## config.mk

```make
export PLATFORM = sky130hd
export DESIGN_NAME = iter_comparator_flat
export DESIGN_NICKNAME = d
export VERILOG_FILES = /design/src/rtl/cmp_pkg.sv /design/src/rtl/iter_comparator_if.sv /design/src/rtl/iter_comparator_chunk_cmp.sv /design/src/rtl/iter_comparator.sv /design/src/flat_wrapper.sv
export SDC_FILE = /design/constraint.sdc
export NUM_CORES = 1
export LEC_CHECK = 0
export BUFFER_PORTS_ARGS = -buffer_cell sky130_fd_sc_hd__buf_2
export CORE_UTILIZATION = 50
export DETAILED_ROUTE_END_ITERATION = 8
export PLACE_DENSITY = 0.79
export SLEW_MARGIN = 25
export SYNTH_ARGS = -nofsm -noshare
export SYNTH_HDL_FRONTEND = slang
export SYNTH_SLANG_ARGS = --single-unit
```

## constraint.sdc

```tcl
create_clock -name clk -period 3.6 [get_ports clk]
set_clock_uncertainty 0.15 [all_clocks]
set_input_delay 0.36 -clock clk [delete_from_list [all_inputs] [get_ports clk]]
set_output_delay 0.36 -clock clk [all_outputs]
set_load 0.03 [all_outputs]
```

## src/rtl/cmp_pkg.sv

```systemverilog
// Shared compare definitions: relation encodings, FSM state encoding and the
// relation selector, reused by compare/sort blocks.
package cmp_pkg;

   typedef enum logic [1:0] {
      CMP_GE = 2'b00,
      CMP_GT = 2'b01,
      CMP_EQ = 2'b10,
      CMP_LT = 2'b11
   } cmp_op_e;

   typedef enum logic {
      ST_IDLE    = 1'b0,
      ST_COMPARE = 1'b1
   } cmp_state_e;

   function automatic logic rel_result(cmp_op_e op, logic gt, logic eq, logic lt);
      logic r;
      unique case (op)
         CMP_GE:  r = gt | eq;
         CMP_GT:  r = gt;
         CMP_EQ:  r = eq;
         CMP_LT:  r = lt;
         default: r = 1'b0;
      endcase
      return r;
   endfunction

endpackage

```

## src/rtl/iter_comparator_if.sv

```systemverilog
// Start/done handshake and operand/outcome bundle of the iterative comparator.
interface iter_comparator_if #(
   parameter int WIDTH = 32
);
   logic             start;
   logic [WIDTH-1:0] a;
   logic [WIDTH-1:0] b;
   logic             is_signed;
   logic [1:0]       op;
   logic             busy;
   logic             done;
   logic             result;
   logic             gt;
   logic             eq;
   logic             lt;

   modport master (
      output start, a, b, is_signed, op,
      input  busy, done, result, gt, eq, lt
   );

   modport slave (
      input  start, a, b, is_signed, op,
      output busy, done, result, gt, eq, lt
   );
endinterface

```

## src/rtl/iter_comparator_chunk_cmp.sv

```systemverilog
// Combinational unsigned magnitude compare of one CHUNK-bit slice.
module chunk_cmp #(
   parameter int CHUNK = 8
) (
   input  logic [CHUNK-1:0] x,
   input  logic [CHUNK-1:0] y,
   output logic             gt,
   output logic             lt
);
   assign gt = (x > y);
   assign lt = (x < y);
endmodule

```

## src/rtl/iter_comparator.sv

```systemverilog
// Multi-cycle WIDTH-bit magnitude comparator, CHUNK bits per cycle MSB first,
// stopping on the first differing chunk.
//
//  state      | meaning
//  -----------+---------------------------------------------------------
//  ST_IDLE    | waiting for start; outcome registers hold the last result
//  ST_COMPARE | walking chunks from idx=NCHUNK-1 down to 0
module iter_comparator
   import cmp_pkg::*;
#(
   parameter int WIDTH = 32,
   parameter int CHUNK = 8
) (
   input logic             clk,
   input logic             rst,
   iter_comparator_if.slave bus
);
   localparam int NCHUNK = WIDTH / CHUNK;
   localparam int IDXW   = (NCHUNK > 1) ? $clog2(NCHUNK) : 1;

   cmp_state_e                   state_q, state_d;
   logic [NCHUNK-1:0][CHUNK-1:0] a_q, a_d;
   logic [NCHUNK-1:0][CHUNK-1:0] b_q, b_d;
   cmp_op_e                      op_q, op_d;
   logic [IDXW-1:0]              idx_q, idx_d;
   logic                         gt_q, gt_d;
   logic                         eq_q, eq_d;
   logic                         lt_q, lt_d;
   logic                         result_q, result_d;
   logic                         done_q, done_d;

   logic [WIDTH-1:0] sign_mask;
   logic [CHUNK-1:0] a_chunk, b_chunk;
   logic             c_gt, c_lt;

   // Flipping the sign bit maps two's-complement order onto unsigned order,
   // so the chunk compare itself never needs to know about signedness.
   assign sign_mask = {bus.is_signed, {(WIDTH-1){1'b0}}};

   assign a_chunk = a_q[idx_q];
   assign b_chunk = b_q[idx_q];

   chunk_cmp #(.CHUNK(CHUNK)) u_chunk_cmp (
      .x  (a_chunk),
      .y  (b_chunk),
      .gt (c_gt),
      .lt (c_lt)
   );

   always_comb begin
      state_d  = state_q;
      a_d      = a_q;
      b_d      = b_q;
      op_d     = op_q;
      idx_d    = idx_q;
      gt_d     = gt_q;
      eq_d     = eq_q;
      lt_d     = lt_q;
      result_d = result_q;
      done_d   = 1'b0;

      unique case (state_q)
         ST_IDLE: begin
            if (bus.start) begin
               a_d     = bus.a ^ sign_mask;
               b_d     = bus.b ^ sign_mask;
               op_d    = cmp_op_e'(bus.op);
               idx_d   = IDXW'(NCHUNK - 1);
               state_d = ST_COMPARE;
            end
         end
         ST_COMPARE: begin
            if (c_gt || c_lt) begin
               gt_d     = c_gt;
               eq_d     = 1'b0;
               lt_d     = c_lt;
               result_d = rel_result(op_q, c_gt, 1'b0, c_lt);
               done_d   = 1'b1;
               state_d  = ST_IDLE;
            end else if (idx_q == '0) begin
               gt_d     = 1'b0;
               eq_d     = 1'b1;
               lt_d     = 1'b0;
               result_d = rel_result(op_q, 1'b0, 1'b1, 1'b0);
               done_d   = 1'b1;
               state_d  = ST_IDLE;
            end else begin
               idx_d = idx_q - IDXW'(1);
            end
         end
         default: state_d = ST_IDLE;
      endcase
   end

   always_ff @(posedge clk) begin
      if (rst) begin
         state_q  <= ST_IDLE;
         a_q      <= '0;
         b_q      <= '0;
         op_q     <= CMP_GE;
         idx_q    <= '0;
         gt_q     <= 1'b0;
         eq_q     <= 1'b0;
         lt_q     <= 1'b0;
         result_q <= 1'b0;
         done_q   <= 1'b0;
      end else begin
         state_q  <= state_d;
         a_q      <= a_d;
         b_q      <= b_d;
         op_q     <= op_d;
         idx_q    <= idx_d;
         gt_q     <= gt_d;
         eq_q     <= eq_d;
         lt_q     <= lt_d;
         result_q <= result_d;
         done_q   <= done_d;
      end
   end

   assign bus.busy   = (state_q == ST_COMPARE);
   assign bus.done   = done_q;
   assign bus.result = result_q;
   assign bus.gt     = gt_q;
   assign bus.eq     = eq_q;
   assign bus.lt     = lt_q;

endmodule

```

## src/flat_wrapper.sv

```systemverilog
// flat-port wrapper written by rule: the top's interface ports become plain ports
module iter_comparator_flat import cmp_pkg::*;
#(
   parameter int WIDTH = 32,
   parameter int CHUNK = 8
)
  (clk, rst, bus_start, bus_a, bus_b, bus_is_signed, bus_op, bus_busy, bus_done, bus_result, bus_gt, bus_eq, bus_lt);
  iter_comparator_if #(.WIDTH(WIDTH)) bus_i ();
  input logic clk;
  input logic rst;
  input wire logic [$bits(bus_i.start)-1:0] bus_start;
  input wire logic [$bits(bus_i.a)-1:0] bus_a;
  input wire logic [$bits(bus_i.b)-1:0] bus_b;
  input wire logic [$bits(bus_i.is_signed)-1:0] bus_is_signed;
  input wire logic [$bits(bus_i.op)-1:0] bus_op;
  output wire logic [$bits(bus_i.busy)-1:0] bus_busy;
  output wire logic [$bits(bus_i.done)-1:0] bus_done;
  output wire logic [$bits(bus_i.result)-1:0] bus_result;
  output wire logic [$bits(bus_i.gt)-1:0] bus_gt;
  output wire logic [$bits(bus_i.eq)-1:0] bus_eq;
  output wire logic [$bits(bus_i.lt)-1:0] bus_lt;
  assign bus_i.start = bus_start;
  assign bus_i.a = bus_a;
  assign bus_i.b = bus_b;
  assign bus_i.is_signed = bus_is_signed;
  assign bus_i.op = bus_op;
  assign bus_busy = bus_i.busy;
  assign bus_done = bus_i.done;
  assign bus_result = bus_i.result;
  assign bus_gt = bus_i.gt;
  assign bus_eq = bus_i.eq;
  assign bus_lt = bus_i.lt;
  iter_comparator #(.WIDTH(WIDTH), .CHUNK(CHUNK)) u_core (.clk(clk), .rst(rst), .bus(bus_i));
endmodule
```

==> Word-level counts from Yosys, hierarchy flattened <==
Cells that the tools add are included.
{ "op_classes": {"add_sub_neg": 1, "eq_ne": 6, "muxes": 23, "magnitude_cmp": 3, "bitwise_logic": 3, "reduce_logical": 11} }
{ "op_table": {"columns": ["operator", "count"], "rows": [
  ["32-bit bitwise XOR", 2],
  ["8-bit binary-select mux with 2-bit select", 2],
  ["8-bit 2-to-1 mux", 2],
  ["1-bit 2-to-1 mux", 12],
  ["8-bit > comparator", 1],
  ["8-bit less-than comparator", 1],
  ["2-bit OR reduction", 4],
  ["2-bit 2-to-1 mux", 3],
  ["2-bit inequality test (second input constant)", 3],
  ["2-bit == test (second input constant)", 2],
  ["2-bit zero test", 2],
  ["1-bit one-hot mux with 2 select lines", 2],
  ["2-bit one-hot mux with 2 select lines", 1],
  ["2-bit AND reduction", 2],
  ["2-bit by 3-bit less-than comparator with 1-bit output (second input constant)", 1],
  ["1-bit one-hot mux with 3 select lines", 1],
  ["3-bit AND reduction", 1],
  ["2-bit by 1-bit == test with 1-bit output (second input constant)", 1],
  ["2-bit nonzero test", 1],
  ["2-bit by 1-bit subtractor with 2-bit output (second input constant)", 1],
  ["1-bit logical OR", 1],
  ["1-bit NOT", 1]
]} }
{ "totals": {"word_cells": 63, "inputBits": 70, "register_bits": 74} }

==> Longest topological paths before layout <==
Gate-level depths: netlist of the first run.
{ "logic_depth": {"ltp_word": 6, "mapped_depth": 10, "depth_no_buf": 8} }

==> Modules after synthesis <==
From an unflattened synthesis of the first run, not the netlist that was laid out.
{ "hier_totals": {"cells_unflattened": 373, "area_unflattened_um2": 3344.5} }
{ "by_module_without_submodules": {"columns": ["mod", "instances", "cells_each", "area_each_um2"], "rows": [
  ["iter_comparator", 1, 344, 3133.0],
  ["chunk_cmp", 1, 29, 211.5]
]} }

==> Least setup slack after synthesis of the first run <==
OpenSTA, ideal clock, no wires.
{ "synth_timing": {"kind": "register to register", "startpoint": "register u_core.idx_q[0]", "endpoint": "register u_core.result_q, in the netlist u_core.bus.result", "arrival_time_ps": 2584, "period_less_slack_ps": 2822, "setup_time_ps": 88, "stages_incl_launch_ff": 10, "slack_ps": 778, "path_cell_list": "dfxtp_1 -> buf_2 -> buf_2 -> mux4_2 -> ha_1 -> a21oi_1 -> o21a_1 -> a311oi_2 -> o21ba_2 -> a311oi_2"} }
{ "synth_between": {"elab_chain_cells": 6, "word_cells_on_any_way": 12} }
{ "synth_lines": {"columns": ["element", "line", "source"], "rows": [
  ["start, declared", "iter_comparator.sv:25", "logic [IDXW-1:0] idx_q, idx_d;"],
  ["start signal, assigned", "iter_comparator.sv:112", "idx_q <= idx_d;"],
  ["8-bit binary-select mux with 2-bit select (on tied branches)", "iter_comparator.sv:40, iter_comparator.sv:41", null],
  ["8-bit 2-to-1 mux (on tied branches)", "iter_comparator.sv:40, iter_comparator.sv:41", null],
  ["8-bit > comparator / 8-bit less-than comparator (equally long branches)", "iter_comparator_chunk_cmp.sv:10, iter_comparator_chunk_cmp.sv:11", null],
  ["1-bit logical OR", "iter_comparator.sv:73", "if (c_gt || c_lt) begin"],
  ["2-bit nonzero test (no line)", null, null],
  ["2-bit AND reduction (no line)", null, null],
  ["end signal, assigned", "iter_comparator.sv:116", "result_q <= result_d;"],
  ["end, declared", "iter_comparator.sv:29", "logic result_q, result_d;"]
]} }
Several ways; a longest one is shown, not always the timed one. The select of a mux whose other input is x is not followed.
A chain may end at the register's enable or synchronous reset.

==> Worst setup path in the final report of the first run <==
{ "layout_timing": {"startpoint": "register u_core.idx_q[1]", "endpoint": "register u_core.result_q, in the netlist u_core.bus.result"} }
Same word-level chain as after synthesis.

==> results of run 1 <==
-- critical path, cell delays in order, from the launching register on --
cell and delay (ps):
dfxtp_1 580, mux4_2 560, ha_1 310, nor2b_1 140
o211ai_2 280, a21boi_0 230, nand4b_1 260, a311oi_2 280
-- cell usage in the layout, fill, tap and decap left out, types with 3 or more instances in the layout --
cell type,n
nand2_1,130
buf_2,75
dfxtp_1,74
a21oi_1,70
mux4_2,16
inv_1,10
clkbuf_8,10
ha_1,9
nor2_1,6
buf_4,5
a211oi_1,4
nor3_1,3
-- cells in the mapped netlist (all sizes together) --
master and instances:
a21oi 71, o21ba 1, buf 11, o21a 2, o211ai 1, mux4 16
a31oi 1, nand2b 1, and4 2, nand4b 1, ha 9, a311oi 3
nand2 132, o22ai 1, dfxtp 74, o21ai 3, a21boi 1, nor2b 3
clkinv 1, xnor2 2, a211oi 4, or3 1, nor2 6, inv 10
mux2i 1, clkbuf 15, nor3 3
-- worst paths after layout --
check / depth (start not counted) / from / to / slack [ps]
setup / recovery: 7 / u_core.idx_q[1] / u_core.bus.result / 720
hold / removal: 3 / bus_b[15] / u_core.b_q[15] / 100
setup reg to reg: 7 / u_core.idx_q[1] / u_core.bus.result / 720
hold reg to reg: 2 / u_core.b_q[29] / u_core.b_q[29] / 310
-- registers in the layout, indices dropped and copies added, names as in the netlist --
name and count:
u_core.bus.eq 1, u_core.b_q 32, u_core.bus.busy 1, u_core.idx_q 2, u_core.bus.lt 1, u_core.bus.done 1
u_core.bus.gt 1, u_core.op_q 2, u_core.bus.result 1, u_core.a_q 32
-- metrics by stage --
step                worst slack (ps)  hold WS [ps]  instance area [um^2]  cells  power, mW
floorplan                        778           283                  3250    376       1.17
global placement                 863           290                  3660    507       1.25
detailed placement               718           293                  3660    507       1.27
CTS                              701          81.7                  3880    523       1.97
global route                     544          83.6                  3880    523       2.06
finish                           723          96.2                  3880    523       1.96
-- power breakdown --
group / leakage, nW / internal (mW) / switching, mW
logic: 0.876 / 0.151 / 0.195
registers: 0.609 / 0.872 / 0.0351
clock network: 0.109 / 0.407 / 0.301
total: 1.59 / 1.43 / 0.532
-- area by class of cell --
cell class              instances  share of cell area
clock inverters                 5              0.0200
multi-input cells             265               0.420
inverters                      11              0.0106
flip-flops and latches         74               0.382
clock buffers                  11              0.0364
repair buffers                 80               0.106
well taps                      77              0.0248
-- cells by family after synthesis --
logic type | after synthesis
multiplexers | 17
AO/OA/AOI/OAI | 88
flip-flops | 74
buffers and inverters | 37
AND/OR/NAND/NOR | 149
adder cells (fa/ha/maj) | 9
XOR/XNOR | 2
-- per-layer routing --
| metal | routed length [um] | track usage | share of wire | vias to the layer above |
|---|---|---|---|---|
| met4 | 254 | 0.133 | 0.034 | 0 |
| met3 | 271 | 0.0484 | 0.036 | 22 |
| met1 | 3130 | 0.293 | 0.42 | 1325 |
| met5 | 0 | 0 | 0 | - |
| li1 | - | - | - | 1402 |
| met2 | 3810 | 0.393 | 0.51 | 72 |
==> results.yml, run 1 <==
critical_path:
  cp.arrival_ps: 2980
  required_ps: 3700
  startpoint_type: "register"
  end_kind: "register"
  path_max_fanout: 8
  worstSetupPathType: "register to register"
clock_network:
  clock-root-buffer: "clkbuf_8"
  clk_path_buf_depth: 2
  cts-resized-gates: 0
  cts_tree: "yes"
  holdBufCountCts: 0
  clock_latency_ps: 350
  path_clk_slew_ps: 80
  numCtsBuffers: 9
  cts.sinks: 74
  h-tree-depth: 3
  post_cts_buffers: 0
synthesis:
  synth_top_family_by_area: "simple AND/OR/NAND/NOR gates"
  ys_types: 32
  yosysSeqAreaShare: 0.456
  yosysWarningCount: 0
  ys_ff_latch: 74
  yosysTopAreaCell: "dfxtp_1"
  netlist_area_um2: 3250
  synth_nets: 455
  synthSimpleGateAreaFrac: 0.183
  synth.avg_cell_area_um2: 8.64
  synthAdderAreaFrac: 0.0347
  synthXorXnorAreaFrac: 0.00539
  muxShareOfSynthArea: 0.114
  synth_compound_area_frac: 0.159
  syn_inst: 376
  synth_top_area_share: 0.456
  synth_area_leaders: "dfxtp_1, nand2_1, mux4_2, a21oi_1, ha_1"
timing:
  timing.final.crit_share: 0.799
  fmax_mhz: 348
  finalSetupViolCount: 0
  hold_viol: 0
  rsz0062_at_grt: "no"
  min_period_ps: 2880
  worst_pin_slew_ps: 993
  maxSlewHeadroom: 0.338
  tns_ps: 0
  maxSlewViolCount: 0
floorplanning:
  core_area_um2: 6310
  die_h_um: 82.6
  rows: 29
  die_area_um2: 6820
  io_pins: 76
  initial_core_util: 0.514
  die_w_um: 82.6
place:
  port_buffers: 75
  dp_hpwl_um: 5030
  place_congestion: 0.834
routing:
  drt-vias-per-instance: 5.39
  drtIter0Drc: 168
  wl_per_cell_um: 14.3
  vias: 2821
  first_pass_iters: 4
  ant_nets: 0
  wl_um: 7470
  drc: 0
global_route:
  grt.overflow.total: 0
  grt_pass1_vias: 2706
  grt_max_degree: 72
  grt_pass1_wl_um: 12100
  grt_usage: 0.239
  antenna_found_initial: 0
flow_run:
  maxCapViolations: 0
power:
  p_per_area_nw_per_um2: 506
  leakage_nw: 1.59
  peakVddDrop_v: 0.000329
final_layout:
  fill_cells: 562
  area_growth_pct: 19.5
  multi_input_area_um2: 1630
  fin_util: 0.615
  drive_gt1_frac: 0.271
  diodes: 0
  area.sequential_um2: 1480
  nNetsFinal: 520
run_status:
  status: "complete, no violations"
min_path:
  hp-class: "input pin to register"
Power figures use the tool's default switching activity.
==> run 2, diff against run 1 <==
Settings changed: CORE_UTILIZATION 50 to 48.
Clock period 3.6 ns to 2.5 ns, I/O delays scaled along.
==> results.yml, run 2 (synthesis results as in run 1) <==
run_status:
  status: "finished, violations left"
  failed_checks: "design-rule violations, negative setup slack"
floorplanning:
  core_area_um2: 6460
  rows: 29
  io_pins: 76
  initial_core_util: 0.503
  die_w_um: 84.3
  die_h_um: 84.3
  die_area_um2: 7100
flow_run:
  maxCapViolations: 0
timing:
  whs_ps: 5.14
  worst_pin_slew_ps: 651
  setup_ws_ps: -74.6
  fmax_mhz: 388
  rsz0062_at_grt: "yes"
  min_period_ps: 2570
  hold_viol: 0
  timing.final.crit_share: 1.03
  maxSlewHeadroom: 0.566
  maxSlewViolCount: 0
  finalSetupViolCount: 4
power:
  peakVddDrop_v: 0.000370
  leakage_nw: 1.92
  p_per_area_nw_per_um2: 652
global_route:
  grt_max_degree: 65
  grt_usage: 0.258
  grt_pass1_wl_um: 14200
  use_met2: 0.472
  grt_pass1_vias: 3184
  antenna_found_initial: 0
  use_met1: 0.289
  grt-busiest-layer: "met2"
  grt.met3_usage: 0.0551
  grt.overflow.total: 0
clock_network:
  clock_latency_ps: 350
  numCtsBuffers: 9
  clock-root-buffer: "clkbuf_8"
  h-tree-depth: 3
  path_clk_slew_ps: 80
  cts.sinks: 74
  cts_tree: "yes"
  clk_path_buf_depth: 2
critical_path:
  worstSetupPathType: "register to register"
  crit_chain: "buf_8 > mux4_2 > ha_4 > and4_4 > nand2_4 > buf_6 > mux2i_1 > o21ai_1 > a311oi_2"
  path_max_fanout: 6
  required_ps: 2620
  end_kind: "register"
  startpoint_type: "register"
  path_delay_family: "multiplexers"
  cp.arrival_ps: 2690
  critPathSlowestCell: "mux4_2"
  slowest_delay_ps: 550
  crit_buf_inv: 2
place:
  place_congestion: 0.873
  placed_area_um2: 3810
  dp_hpwl_um: 5050
  dp_slack_ps: -202
  port_buffers: 75
final_layout:
  mostFrequentLayoutCell: "nand2_1"
  area_growth_pct: 43.2
  largest_registers: "u_core.a_q x32, u_core.b_q x32"
  fill_cells: 441
  most-common-layout-cells: "nand2_1, buf_2, dfxtp_1, a21oi_1, dlygate4sd3_1"
  nNetsFinal: 584
  final_area_um2: 4650
  diodes: 0
  drive_gt1_frac: 0.299
routing:
  drtIter0Drc: 201
  drt-vias-per-instance: 5.38
  ant_nets: 0
  wl_per_cell_um: 14.9
  wl_um: 8690
  first_pass_iters: 6
  vias: 3149
  drc: 6
min_path:
  hp-class: "input pin to register"
## run 2: cell types whose count changed in the layout (fill, tap and decap cells not counted), moves of 2 or more
cell	change
ha_1	-5
a21oi_2	+2
dfxtp_1	-2
dfxtp_4	+2
dlygate4sd3_1	+47
buf_4	+10
a21oi_1	-2
buf_12	+4
ha_4	+5
buf_6	+2
## run 2: cell type report
| class | count | area, um^2 | area share |
|---|---|---|---|
| multi-input cells | 265 | 1740 | 0.375 |
| flip-flops and latches | 74 | 1490 | 0.320 |
| repair buffers | 144 | 1080 | 0.231 |
| clock buffers | 11 | 141 | 0.0304 |
| well taps | 77 | 96.3 | 0.0207 |
| clock inverters | 3 | 65.1 | 0.0140 |
| inverters | 11 | 41.3 | 0.00888 |
## run 2: final timing paths
path	startpoint	to	slack (ps)	cells past startpoint
setup / recovery	u_core.idx_q[0]	u_core.bus.result	-70	9
hold reg to reg	u_core.b_q[3]	u_core.b_q[3]	300	2
setup reg to reg	u_core.idx_q[0]	u_core.bus.result	-70	9
hold / removal	bus_a[16]	u_core.a_q[16]	5	3
## run 2: repair_timing
item	CTS	global route
buffers inserted	3	1
hold buffers	46	1
setup endpoints to repair	7	8
pin swaps	13	10
resized for setup	19	10
endpoints found under the hold margin	46	1
## run 2: per-stage QoR
stage | util | std cells | power, mW | setup TNS [ps]
global placement | 0.590 | 520 | 1.86 | -324
floorplan | - | 376 | 1.69 | -56.0
detailed placement | 0.590 | 520 | 1.88 | -810
finish | 0.720 | 585 | 3.03 | -262
global route | 0.720 | 585 | 3.17 | -649
CTS | 0.710 | 583 | 2.98 | -192
## run 2: report_power, final
| group | total, mW | internal [mW] | leakage (nW) | switching, mW |
|---|---|---|---|---|
| Combinational | 0.734 | 0.377 | 1.20 | 0.357 |
| Sequential | 1.31 | 1.26 | 0.610 | 0.0495 |
| Clock | 0.995 | 0.577 | 0.105 | 0.418 |
| Total | 3.03 | 2.21 | 1.92 | 0.825 |
## run 2: worst min-delay path: stages
cell and delay (ps):
buf_2 90, nand2_1 50, a21oi_1 60
## run 2: layer usage
metal  share of wire  routed length, um  vias up
met5               0                  0        -
met4           0.027                235        0
met3           0.046                399       25
met2            0.54               4670      105
met1            0.39               3390     1487
li1                -                  -     1532
